File: src/rtl/dct8_rot_sched.sv
// dct8_rot_sched: shares one DCT8 rotator across the three odd-part rotations.
// Optional completed-block counter on blk_count when DCT8_SCHED_CNT_EN is defined.
module dct8_rot_sched #(
    parameter int DATA_W = 16
) (
    input  logic              clk,
    input  logic              rst_n,
    input  logic              in_valid,
    output logic              in_ready,
    input  logic [DATA_W-1:0] in_x0,
    input  logic [DATA_W-1:0] in_y0,
    input  logic [DATA_W-1:0] in_x1,
    input  logic [DATA_W-1:0] in_y1,
    input  logic [DATA_W-1:0] in_x2,
    input  logic [DATA_W-1:0] in_y2,
    output logic [DATA_W-1:0] rot_x,
    output logic [DATA_W-1:0] rot_y,
    output logic [1:0]        rot_angle,
    input  logic [DATA_W-1:0] rot_xo,
    input  logic [DATA_W-1:0] rot_yo,
    output logic              out_valid,
    input  logic              out_ready,
    output logic [DATA_W-1:0] out_x0,
    output logic [DATA_W-1:0] out_y0,
    output logic [DATA_W-1:0] out_x1,
    output logic [DATA_W-1:0] out_y1,
    output logic [DATA_W-1:0] out_x2,
    output logic [DATA_W-1:0] out_y2
`ifdef DCT8_SCHED_CNT_EN
    ,
    output logic [15:0]       blk_count
`endif
);

    typedef enum logic [2:0] {
        IDLE,
        ROT0,
        ROT1,
        ROT2,
        DONE
    } state_t;

    localparam logic [1:0] ANG_PI16  = 2'b00;
    localparam logic [1:0] ANG_3PI16 = 2'b10;
    localparam logic [1:0] ANG_PI8   = 2'b01;

    state_t state_q, state_d;

    logic [DATA_W-1:0] opx_q  [3];
    logic [DATA_W-1:0] opy_q  [3];
    logic [DATA_W-1:0] opx_d  [3];
    logic [DATA_W-1:0] opy_d  [3];
    logic [DATA_W-1:0] resx_q [3];
    logic [DATA_W-1:0] resy_q [3];
    logic [DATA_W-1:0] resx_d [3];
    logic [DATA_W-1:0] resy_d [3];

    always_comb begin
        state_d   = state_q;
        in_ready  = 1'b0;
        out_valid = 1'b0;
        rot_x     = '0;
        rot_y     = '0;
        rot_angle = ANG_PI16;
        opx_d     = opx_q;
        opy_d     = opy_q;
        resx_d    = resx_q;
        resy_d    = resy_q;

        unique case (state_q)
            IDLE: begin
                in_ready = 1'b1;
                if (in_valid) begin
                    opx_d[0] = in_x0;
                    opy_d[0] = in_y0;
                    opx_d[1] = in_x1;
                    opy_d[1] = in_y1;
                    opx_d[2] = in_x2;
                    opy_d[2] = in_y2;
                    state_d  = ROT0;
                end
            end
            ROT0: begin
                rot_x     = opx_q[0];
                rot_y     = opy_q[0];
                rot_angle = ANG_PI16;
                resx_d[0] = rot_xo;
                resy_d[0] = rot_yo;
                state_d   = ROT1;
            end
            ROT1: begin
                rot_x     = opx_q[1];
                rot_y     = opy_q[1];
                rot_angle = ANG_3PI16;
                resx_d[1] = rot_xo;
                resy_d[1] = rot_yo;
                state_d   = ROT2;
            end
            ROT2: begin
                rot_x     = opx_q[2];
                rot_y     = opy_q[2];
                rot_angle = ANG_PI8;
                resx_d[2] = rot_xo;
                resy_d[2] = rot_yo;
                state_d   = DONE;
            end
            DONE: begin
                out_valid = 1'b1;
                if (out_ready) begin
                    state_d = IDLE;
                end
            end
            default: begin
                state_d = IDLE;
            end
        endcase
    end

    always_ff @(posedge clk or negedge rst_n) begin
        if (!rst_n) begin
            state_q <= IDLE;
            for (int i = 0; i < 3; i++) begin
                opx_q[i]  <= '0;
                opy_q[i]  <= '0;
                resx_q[i] <= '0;
                resy_q[i] <= '0;
            end
        end else begin
            state_q <= state_d;
            for (int i = 0; i < 3; i++) begin
                opx_q[i]  <= opx_d[i];
                opy_q[i]  <= opy_d[i];
                resx_q[i] <= resx_d[i];
                resy_q[i] <= resy_d[i];
            end
        end
    end

    assign out_x0 = resx_q[0];
    assign out_y0 = resy_q[0];
    assign out_x1 = resx_q[1];
    assign out_y1 = resy_q[1];
    assign out_x2 = resx_q[2];
    assign out_y2 = resy_q[2];

`ifdef DCT8_SCHED_CNT_EN
    logic        out_hs;
    logic [15:0] cnt_q, cnt_d;

    assign out_hs = (state_q == DONE) && out_ready;

    // Saturating: a wrapped count would look like a fresh start downstream.
    always_comb begin
        cnt_d = cnt_q;
        if (out_hs && (cnt_q != 16'hFFFF)) begin
            cnt_d = cnt_q + 16'd1;
        end
    end

    always_ff @(posedge clk or negedge rst_n) begin
        if (!rst_n) begin
            cnt_q <= '0;
        end else begin
            cnt_q <= cnt_d;
        end
    end

    assign blk_count = cnt_q;
`endif

endmodule

File: config.mk
export PLATFORM = sky130hd
export DESIGN_NAME = dct8_rot_sched
export DESIGN_NICKNAME = d
export VERILOG_FILES = /design/src/rtl/dct8_rot_sched.sv
export SDC_FILE = /design/constraint.sdc
export NUM_CORES = 1
export LEC_CHECK = 0
export ABC_AREA = 1
export BUFFER_PORTS_ARGS = -buffer_cell sky130_fd_sc_hd__buf_2
export CORE_MARGIN = 2
export CORE_UTILIZATION = 55
export CTS_CLUSTER_DIAMETER = 200
export DETAILED_ROUTE_END_ITERATION = 8
export PLACE_DENSITY_LB_ADDON = 0.2
export SYNTH_ARGS = -nofsm -noshare
export SYNTH_HDL_FRONTEND = slang
export SYNTH_SLANG_ARGS = --single-unit
File: constraint.sdc
create_clock -name clk -period 3 [get_ports clk]
set_input_delay 0.15 -clock clk [delete_from_list [all_inputs] [get_ports clk]]
set_output_delay 0.15 -clock clk [all_outputs]
set_load 0.01 [all_outputs]
* Yosys cells after proc, flatten, opt, wreduce, memory -nomap -nowiden
Index checks and enable logic that the tools add are counted.
** Storage, ports and cells
- Flip-flop bits (word level) :: 195
- Output and inout port bits :: 132
** Operators by class
- Muxes and demuxes :: 8
- Reduce and logical (&&, ||, !) cells :: 3
- Eq/ne operators :: 6
** Operators by type and width (number)
- $pmux 16 s3 :: 2
- $pmux 3 s5 :: 1
- $eq 3x2->1 const B :: 2
- $mux 3 :: 2
- $ne 2x2->1 const B :: 2
- $pmux 2 s2 :: 1
- $reduce_and 2->1 :: 2
- $eq 3x1->1 const B :: 1
- $eq 3x3->1 const B :: 1
- $logic_not 3->1 :: 1
- $mux 1 :: 2

* Depth between registers and ports, before layout
Gate-level depths: netlist of the first run.
- Depth after elaboration :: 3
- Depth in mapped cells :: 7
- Gate-level depth less buffers :: 4

* Worst setup path before layout of the first run
Ideal clock, no wire load.
- Kind :: register -> output
- Start :: reg state_q[0]
- End :: out out_valid
- Data required time :: 2.850 ns
- Path buffers :: 3
- Stages on the path, launching flop included :: 5
- Data arrival time :: 1.153 ns
- Slack :: 1.697 ns
- Cells stage by stage :: dfrtp_1 buf_2 buf_2 buf_2 nor3_1
** On the way
- Word-level cells in the longest chain between the ends :: 2
** RTL lines
- from (decl) :: line 47 : state_t state_q, state_d;
- from (signal assigned) :: line 129 : state_q <= state_d;
- $eq 3x3->1 :: line 70 : unique case (state_q)
- $mux 1 :: line 70
- to (decl) :: line 21 : output logic out_valid,
No other way between the ends.

* Final worst setup path of the first run
- Start :: reg state_q[1]
- End :: out rot_x[1]
** On the way
- Word-level cells in the longest chain between the ends :: 2
** RTL lines
- $eq 3x2->1 / $eq 3x1->1 (equally long branches) :: line 70
- $pmux 16 s3 * :: line 70
- to (decl) :: line 16 : output logic [DATA_W-1:0] rot_x,
Mark *: on every way between the ends. The rest lies on a longest branch, timed or not.

==> results by group, run 1 <==
Status
  • Status: complete, no violations

Finish
  • Layout area overhead: 34.6%
  • Most frequent cells in the layout: nand2_1 (291), buf_2 (261), dfrtp_1 (193)
  • Filler cell count: 1,061
  • # nets final: 1,396
  • Commonest non-fill, non-tap cell in the layout: nand2_1
  • Layout cells sized above 1: 25.1%

Placed design
  • Gp weighted congestion: 0.861
  • Port Buffers: 263
  • DP HPWL: 15.1 mm

Global routing
  • Overall Global Routing Usage: 30.7%
  • Vias in the first global route: 7,936
  • Antenna violations before repair: 1
  • Largest net degree at the start of global routing: 81
  • Grt total ovfl: 0
  • First-pass GRT wire length: 39.7 mm

Pwr
  • Worst vdd rail ir drop: 927 uV
  • Sw frac: 43.7%
  • Comb pwr share: 43.3%
  • Sequential power share: 38.4%
  • Pleak: 6.05 nW
  • Net Sw Power: 5.40 mW
  • Power Internal: 6.96 mW
  • Clock power frac: 18.4%
  • Pwr/cell area: 1080 mW/mm2
  • Total power after layout: 12.4 mW

STA
  • Final slew viol count: 0
  • Post-route clock period utilization: 85.7%
  • Setup TNS: 0 ps
  • Actual slew at the worst max-slew pin: 852 ps
  • Unrepaired setup endpoints after global routing: no
  • Skew final: 10.4 ps
  • Max-slew headroom: 43.2%
  • F_max: 0.389 GHz
  • Hold Violations, Final: 0
  • Setup violators final: 0
  • Fin crit period: 2570 ps

Yosys
  • Total number of yosys warnings: 0
  • Mapped Avg Cell Area: 8.95 um2
  • Syn Nets: 1,081
  • Yosys reg bits: 195
  • Syn Std Cell Area: 0.00849 mm2
  • Register area share after synthesis: 57.5%
  • Syn Inst Count: 949
  • Library cells used by synthesis: 17

Critical path
  • Startpoint types: flop
  • Setup CP Type: flop to output port
  • Critical Path Fanout Max: 80
  • Required time worst endpoint: 2850 ps
  • Worst Path Arrival: 2420 ps
  • CP Capture Type: output port

Drt
  • DRC viols: 0
  • Vias per cell: 5.65
  • First-pass DRT Iterations: 6
  • 1st-iter DRT viols: 797
  • WL/cell: 17.0 um
  • Antenna viol nets, final: 0
  • Routed WL: 24.9 mm
  • Vias after detailed routing: 8,297

Clocking
  • CTS tree: done
  • CTS root buffer: clkbuf_16
  • Clock buffer depth: 2
  • CTS H-tree lvls: 4
  • Clk slew on worst S/H paths: 80 ps
  • Sink Count: 195
  • Total CTS buffers: 17
  • Clock latency on the worst-skew pair: 440 ps

Min path
  • Hold Path Class: input pin to flop

Floorplanning
  • Die area: 0.0165 mm2
  • # rows: 45
  • Core box area: 0.0151 mm2
  • Die Wd: 128 um
  • Chip Height: 128 um
  • # IOs: 264
  • Initial Util: 56.1%

Run
  • Max-cap violations: 0
[layout make-up]
class,instances,area [um2],share of cell area (%)
inverters,39,149,1.30
multi-input cells,622,2980,26.1
well taps,188,235,2.06
repair buffers,389,2580,22.6
diodes,3,7.51,0.0657
flip-flops and latches,195,4880,42.7
clock buffers,17,425,3.72
clock inverters,15,164,1.43
[metal layers]
metal | vias to the layer above | GRT usage (%) | share of wire, %
li1 | 3884 | - | -
met1 | 3929 | 42.0 | 42
met2 | 402 | 47.5 | 47
met3 | 82 | 6.43 | 6.7
met4 | 0 | 13.8 | 3.8
met5 | - | 0 | 0
[metrics by stage]
step	worst slack, ps	util (%)	instances	instance area [um2]	hold WS, ps
floorplan	1700	-	949	8490	-146
global placement	1040	64.3	1324	9740	201
detailed placement	1000	64.3	1324	9740	202
CTS	532	75.4	1464	11400	0.319
global route	286	75.4	1465	11400	7.71
finish	430	75.5	1468	11400	4.91
[worst max-delay path, cell delays in order, from the launching register on]
cell and delay [ps]:
dfrtp_2 630, inv_4 170, buf_4 640, nand4_1 210, nand3_1 120, buf_2 140
[worst paths after layout]
path                             from          to  slack (ps)  cells after the start
max in group asynchronous       rst_n   out_x2[1]        1930                      3
min in group asynchronous       rst_n  out_x2[14]         250                      2
min                         rot_yo[0]   out_y1[0]           5                      3
min reg2reg                 opx_q[22]   opx_q[22]         470                      2
max                        state_q[1]    rot_x[1]         430                      5
max reg2reg                state_q[2]   out_x0[7]         960                      5
[registers in the layout (all words and copies together), names as in the netlist]
register	count
out_x1	16
out_x0	16
state_q	3
opx_q	48
out_y1	16
opy_q	48
out_y0	16
out_y2	16
out_x2	16
[power by group through the flow]
stage	registers, mW	logic (mW)	clock network, mW
after floorplan	4.82	3.33	0
after global placement	4.71	5.04	0
after detailed placement	4.73	5.18	0
after CTS	4.72	5.30	2.30
after global routing	4.87	6.00	2.42
final	4.75	5.35	2.27
[what timing repair did]
action,4_1_cts,5_1_grt
hold buffers,108,1
endpoints found under the hold margin,186,1
setup buffers,0,0
resized for setup,0,0
[cells in the mapped netlist]
library cell	count	area (um2)
nand3_1	67	335
nand4_1	160	1000
nor2_8	1	20.0
buf_1	4	15.0
buf_2	47	235
nand3_2	2	20.0
dfrtp_1	195	4880
nor3_1	1	5.00
buf_6	5	56.3
inv_2	2	7.51
buf_4	14	105
inv_1	37	139
nand2_1	292	1100
nor2_1	3	11.3
o21ai_0	60	300
clkbuf_1	23	86.3
o21ai_1	36	180
[kinds of logic after synthesis]
kind of cell    Yosys count  synth area share [%]
compound gates           96                  5.66
buf+inv                 132                  7.59
flops                   195                  57.5
simple gates            526                  29.3
(Power assumes the default switching activity.)
==> run 2, diff against run 1 <==
CORE_UTILIZATION = 57   (was 55)
CTS_BUF_LIST = sky130_fd_sc_hd__clkbuf_8   (was not set)
==> run 2 against run 1 <==
  * Clock power down 30%
  * Setup slack better by 38 ps
  * Highest routed layer unchanged
  * Flip-flop and latch count unchanged
  * Clock skew up 0.94 ps
  * Largest power group unchanged
  * Critical endpoint is now rot_y[12]
  * Critical path depth unchanged
  * Critical path type unchanged
  * Total power down 5.0%
  * Global-route usage up 2.0 points
==> results by group, run 2 (synthesis results as in run 1) <==
Status
  • Status: complete, no violations

Pwr
  • Pwr/cell area: 1030 mW/mm2 (-4.7%)
  • Pleak: 6.03 nW (-0.34%)
  • Worst vdd rail ir drop: 737 uV (-20%)

Critical path
  • Crit. Startpoint: state_q[1]
  • R2R Path Start: state_q[2]
  • Worst path max stage delay: 560 ps (-80 ps)
  • Setup CP Type: flop to output port
  • Crit path buffers/inverters: 3 (unchanged)
  • Flop2flop setup slack: 690 ps (-270 ps)
  • Critical Path Slowest Stage Cell: buf_4
  • Family with the most delay on the worst path: buffers and inverters
  • CP Capture Type: output port
  • CP cell instances: inv_4 > buf_4 > nand4_1 > nand3_1 > buf_2
  • CP endpoint: rot_y[12]
  • CP Depth: 5 (unchanged)
  • Worst Reg-to-Reg Cells: 6 (+1)
  • Required time worst endpoint: 2850 ps (about the same)
  • Startpoint types: flop
  • Critical Path Fanout Max: 55 (-31%)
  • Worst Path Arrival: 2380 ps (-40 ps)
  • R2r endpoint: out_y0[9]

Global routing
  • Antenna violations before repair: 1 (unchanged)
  • Largest net degree at the start of global routing: 85 (+4.9%)
  • First-pass GRT wire length: 41.3 mm (+3.8%)
  • Vias in the first global route: 8,123 (+2.4%)
  • Overall Global Routing Usage: 32.6% (+2.0 points)
  • Grt total ovfl: 0 (unchanged)

Placed design
  • Placed Area: 0.00974 mm2 (about the same)
  • Port Buffers: 263 (unchanged)
  • DP HPWL: 14.8 mm (-2.1%)
  • Cell Count Post-Placement: 1,323 (-0.076%)
  • Gp weighted congestion: 0.852 (-1.0%)

STA
  • Final slew viol count: 0 (unchanged)
  • Fin crit period: 2530 ps (-38.4 ps)
  • Setup TNS: 0 ps (unchanged)
  • F_max: 0.395 GHz (+1.5%)
  • Post-route clock period utilization: 84.4% (-1.3 points)
  • Setup violators final: 0 (unchanged)
  • Skew final: 11.3 ps (+0.939 ps)
  • Hold Violations, Final: 0 (unchanged)
  • Unrepaired setup endpoints after global routing: no
  • Actual slew at the worst max-slew pin: 849 ps (-2.86 ps)
  • Max-slew headroom: 43.3% (+0.13 points)

Clocking
  • CTS tree: done
  • Post-cts resize count: 0 (unchanged)
  • Hold_buf cts: 130 (+20%)
  • Total CTS buffers: 17 (unchanged)
  • Number of setup buffers added after CTS: 0 (unchanged)
  • Clock latency on the worst-skew pair: 470 ps (+30 ps)
  • Sink Count: 195 (unchanged)
  • Clock buffer depth: 2 (unchanged)
  • Clk slew on worst S/H paths: 100 ps (+20 ps)
  • CTS root buffer: clkbuf_8
  • CTS H-tree lvls: 4 (unchanged)

Finish
  • Top Registers: opx_q x48, opy_q x48
  • Final Cell Area: 0.0114 mm2 (-0.26%)
  • # nets final: 1,420 (+1.7%)
  • Filler cell count: 950 (-10%)
  • Commonest non-fill, non-tap cell in the layout: nand2_1
  • Layout cells sized above 1: 24.8% (-0.31 points)
  • Layout area overhead: 34.2%
  • Most frequent cells in the layout: nand2_1 (291), buf_2 (261), dfrtp_1 (193)
  • Non-Filler Instances: 1,486 (+1.2%)

Drt
  • Routed WL: 26.0 mm (+4.5%)
  • Vias per cell: 5.79 (+2.5%)
  • First-pass DRT Iterations: 7 (+1)
  • Vias after detailed routing: 8,609 (+3.8%)
  • 1st-iter DRT viols: 927 (+16%)
  • Antenna viol nets, final: 0 (unchanged)
  • WL/cell: 17.5 um (+3.2%)
  • DRC viols: 0 (unchanged)

Floorplanning
  • Die area: 0.0159 mm2 (-3.4%)
  • Initial Util: 58.4% (+2.4 points)
  • Die Wd: 126 um (-1.7%)
  • Core box area: 0.0145 mm2 (-4.0%)
  • # rows: 44 (-2.2%)
  • # IOs: 264 (unchanged)
  • Chip Height: 126 um (-1.7%)

Min path
  • Hold Path Class: input pin to flop

Run
  • Max-cap violations: 0 (unchanged)
==> run 2: worst register-to-register path: stages (launching register included) <==
cell and delay [ps]:
dfrtp_1 470, inv_2 90, buf_4 540, nand3_2 530
buf_4 390, nand2_1 90, o21ai_0 90
==> run 2: final cells by class <==
class | count | area [um2] | share of cell area, %
diodes | 1 | 2.50 | 0.0219
clock buffers | 18 | 248 | 2.17
clock inverters | 14 | 114 | 0.999
inverters | 39 | 149 | 1.31
multi-input cells | 622 | 2980 | 26.2
flip-flops and latches | 195 | 4880 | 42.8
well taps | 184 | 230 | 2.02
repair buffers | 413 | 2790 | 24.5
==> run 2: per-stage QoR <==
step	hold WS (ps)	util, %	power (mW)	setup slack (ps)
CTS	228	78.4	11.7	457
global route	280	78.4	12.6	271
floorplan	-146	-	8.15	1700
global placement	239	67.0	9.75	744
finish	268	78.4	11.8	468
detailed placement	242	67.0	9.91	725
==> run 2: worst min-delay path by stage <==
stage,start,to,slack (ps),cells after the start
finish,in_valid,opy_q[3],270,3
floorplan,rst_n,opx_q[0],-150,0
CTS,in_valid,opy_q[20],230,3
global placement,rst_n,out_y2[9],240,1
global route,in_valid,opy_q[28],280,3
detailed placement,rst_n,out_y2[4],240,1
==> run 2: report_power, final <==
group          switching [mW]  internal (mW)
clock                   0.928          0.672
combinational            3.61           1.88
sequential              0.740           3.92
total                    5.28           6.47
==> run 2: routing by layer <==
metal	GRT usage, %	part of all wire (%)	vias to the layer above
li1	-	-	3925
met5	0	0	-
met2	51.7	48	493
met4	17.5	4.8	0
met3	6.46	7.6	101
met1	42.7	39	4090
==> run 3, diff against run 2 <==
CORE_UTILIZATION = 53   (was 57)
clock period = 2.4 ns   (was 3 ns; I/O delays follow)
==> run 3 against run 2 <==
  * First-iteration DRC count fell by 22%
  * Routed wire length shrank 3.9%
  * Critical path type unchanged
  * Non-clock buffer count up 2
  * Combinational power rose by 27%
  * Clock-buffer cell count did not move
  * Register-to-register slack worse by 70 ps
==> results by group, run 3 (synthesis results as in run 1) <==
Status
  • Status: complete, no violations

Clocking
  • Clk slew on worst S/H paths: 100 ps (about the same)
  • Clock latency on the worst-skew pair: 460 ps (about the same)
  • CTS tree: done
  • Number of setup buffers added after CTS: 0 (unchanged)
  • Sink Count: 195 (unchanged)
  • CTS root buffer: clkbuf_8
  • Total CTS buffers: 17 (unchanged)
  • CTS H-tree lvls: 4 (unchanged)
  • Clock buffer depth: 2 (unchanged)

STA
  • Final slew viol count: 0 (unchanged)
  • Actual slew at the worst max-slew pin: 735 ps (-115 ps)
  • Hold Violations, Final: 0 (unchanged)
  • Max-slew headroom: 51.0% (+7.7 points)
  • Unrepaired setup endpoints after global routing: no
  • Setup violators final: 0 (unchanged)
  • Post-route clock period utilization: 93.4%
  • Setup TNS: 0 ps (unchanged)
  • F_max: 0.446 GHz
  • Fin crit period: 2240 ps
  • Skew final: 8.72 ps (-2.60 ps)

Critical path
  • R2r endpoint: out_x2[11]
  • Setup CP Type: flop to output port
  • Critical Path Fanout Max: 68 (+24%)
  • Startpoint types: flop
  • Flop2flop setup slack: 620 ps (-70 ps)
  • Worst Reg-to-Reg Cells: 5 (-1)
  • Required time worst endpoint: 2280 ps (-570 ps)
  • Worst Path Arrival: 2120 ps (-260 ps)
  • CP Capture Type: output port
  • R2R Path Start: state_q[1]

Global routing
  • Vias in the first global route: 7,733 (-4.8%)
  • Antenna violations before repair: 1 (unchanged)
  • First-pass GRT wire length: 38.8 mm (-5.9%)
  • Grt total ovfl: 0 (unchanged)
  • Overall Global Routing Usage: 29.1% (-3.5 points)
  • Largest net degree at the start of global routing: 69 (-19%)

Floorplanning
  • # IOs: 264 (unchanged)
  • Die area: 0.0171 mm2 (+7.3%)
  • Die Wd: 131 um (+3.6%)
  • Core box area: 0.0158 mm2 (+8.5%)
  • Initial Util: 53.9% (-4.6 points)
  • # rows: 46 (+4.5%)
  • Chip Height: 131 um (+3.6%)

Pwr
  • Comb pwr share: 46.0% (-0.8 points)
  • Net Sw Power: 6.55 mW (+24%)
  • Clock power frac: 15.9% (+2.3 points)
  • Sw frac: 43.1% (-1.8 points)
  • Pleak: 6.12 nW (+1.5%)
  • Sequential power share: 38.2% (-1.4 points)
  • Pwr/cell area: 1310 mW/mm2 (+27%)
  • Power Internal: 8.63 mW (+33%)
  • Total power after layout: 15.2 mW (+29%)
  • Worst vdd rail ir drop: 772 uV (+4.7%)

Drt
  • Antenna viol nets, final: 0 (unchanged)
  • Routed WL: 25.0 mm (-3.9%)
  • DRC viols: 0 (unchanged)
  • 1st-iter DRT viols: 719 (-22%)
  • WL/cell: 16.5 um (-6.0%)
  • Vias after detailed routing: 8,261 (-4.0%)
  • First-pass DRT Iterations: 5 (-2)
  • Vias per cell: 5.44 (-6.1%)

Min path
  • Hold Crit Depth: 3 (unchanged)
  • Hold Path Class: input pin to flop
  • Worst Hold Endpoint: opx_q[41]
  • Hold Startpoint: in_valid

Finish
  • Layout cells sized above 1: 24.9% (+0.039 points)
  • Number of antenna diodes: 0 (-1)
  • Commonest non-fill, non-tap cell in the layout: nand2_1
  • Top Registers: opx_q x48, opy_q x48
  • # nets final: 1,422 (+0.14%)
  • Layout area overhead: 36.8%
  • Most frequent cells in the layout: nand2_1 (291), buf_2 (261), dfrtp_1 (193)
  • Post-layout util: 73.7% (-4.8 points)

Placed design
  • DP HPWL: 14.6 mm (-1.4%)
  • Port Buffers: 263 (unchanged)
  • Gp weighted congestion: 0.829 (-2.7%)

Run
  • Max-cap violations: 0 (unchanged)
## run 3: layout make-up
cell class | instances | area [um2]
Timing Repair Buffer | 415 | 2870
Fill cell | 1183 | 4160
Inverter | 39 | 149
Multi-Input combinational cell | 622 | 2980
Tap cell | 216 | 270
Sequential cell | 195 | 4880
Clock inverter | 14 | 209
Clock buffer | 18 | 248
## run 3: worst max-delay path by stage
stage | startpoint | cells past startpoint | slack [ps] | to
2_1_floorplan | state_q[0] | 4 | 1130 | out_valid
3_3_place_gp | state_q[2] | 5 | 680 | rot_y[4]
3_5_place_dp | state_q[2] | 5 | 660 | rot_y[4]
4_1_cts | state_q[2] | 5 | 140 | rot_y[4]
5_1_grt | state_q[2] | 5 | 10 | rot_y[4]
6_report | state_q[1] | 5 | 160 | rot_angle[0]
## run 3: power by group through the flow
stage | clock, mW | combinational [mW] | sequential [mW]
2_1_floorplan | 0 | 4.16 | 6.03
3_3_place_gp | 0 | 6.54 | 5.79
3_5_place_dp | 0 | 6.71 | 5.80
4_1_cts | 2.46 | 6.89 | 5.76
5_1_grt | 2.59 | 7.73 | 5.95
6_report | 2.41 | 6.98 | 5.79
## run 3: critical path: stages, from the launching register on
cell     delay (ps)
dfrtp_2         410
buf_4           600
nand3_2         170
buf_12          220
inv_1           100
buf_2           140
## run 3: repair_timing
action | 4_1_cts | 5_1_grt
setup endpoints to repair | 0 | 4
hold buffers | 130 | 0
endpoints found under the hold margin | 255 | 0
gates resized for setup | 0 | 1
## run 3: metrics by stage
step           instance area, um2  worst slack, ps  std cells  hold slack [ps]
2_1_floorplan                8490             1130        949             -176
3_3_place_gp                 9850              677       1357              136
3_5_place_dp                 9850              659       1357              137
4_1_cts                     11600              137       1519              105
5_1_grt                     11600             14.4       1519              130
6_report                    11600              158       1519              147
## run 3: metal layers
layer  wire (um)  track usage, %  vias to the layer above
li1            -               -                     3926
met1       10300            38.2                     3917
met2       12400            48.3                      360
met3        1660            6.19                       56
met4         685            10.5                        2
met5          11               0                        -
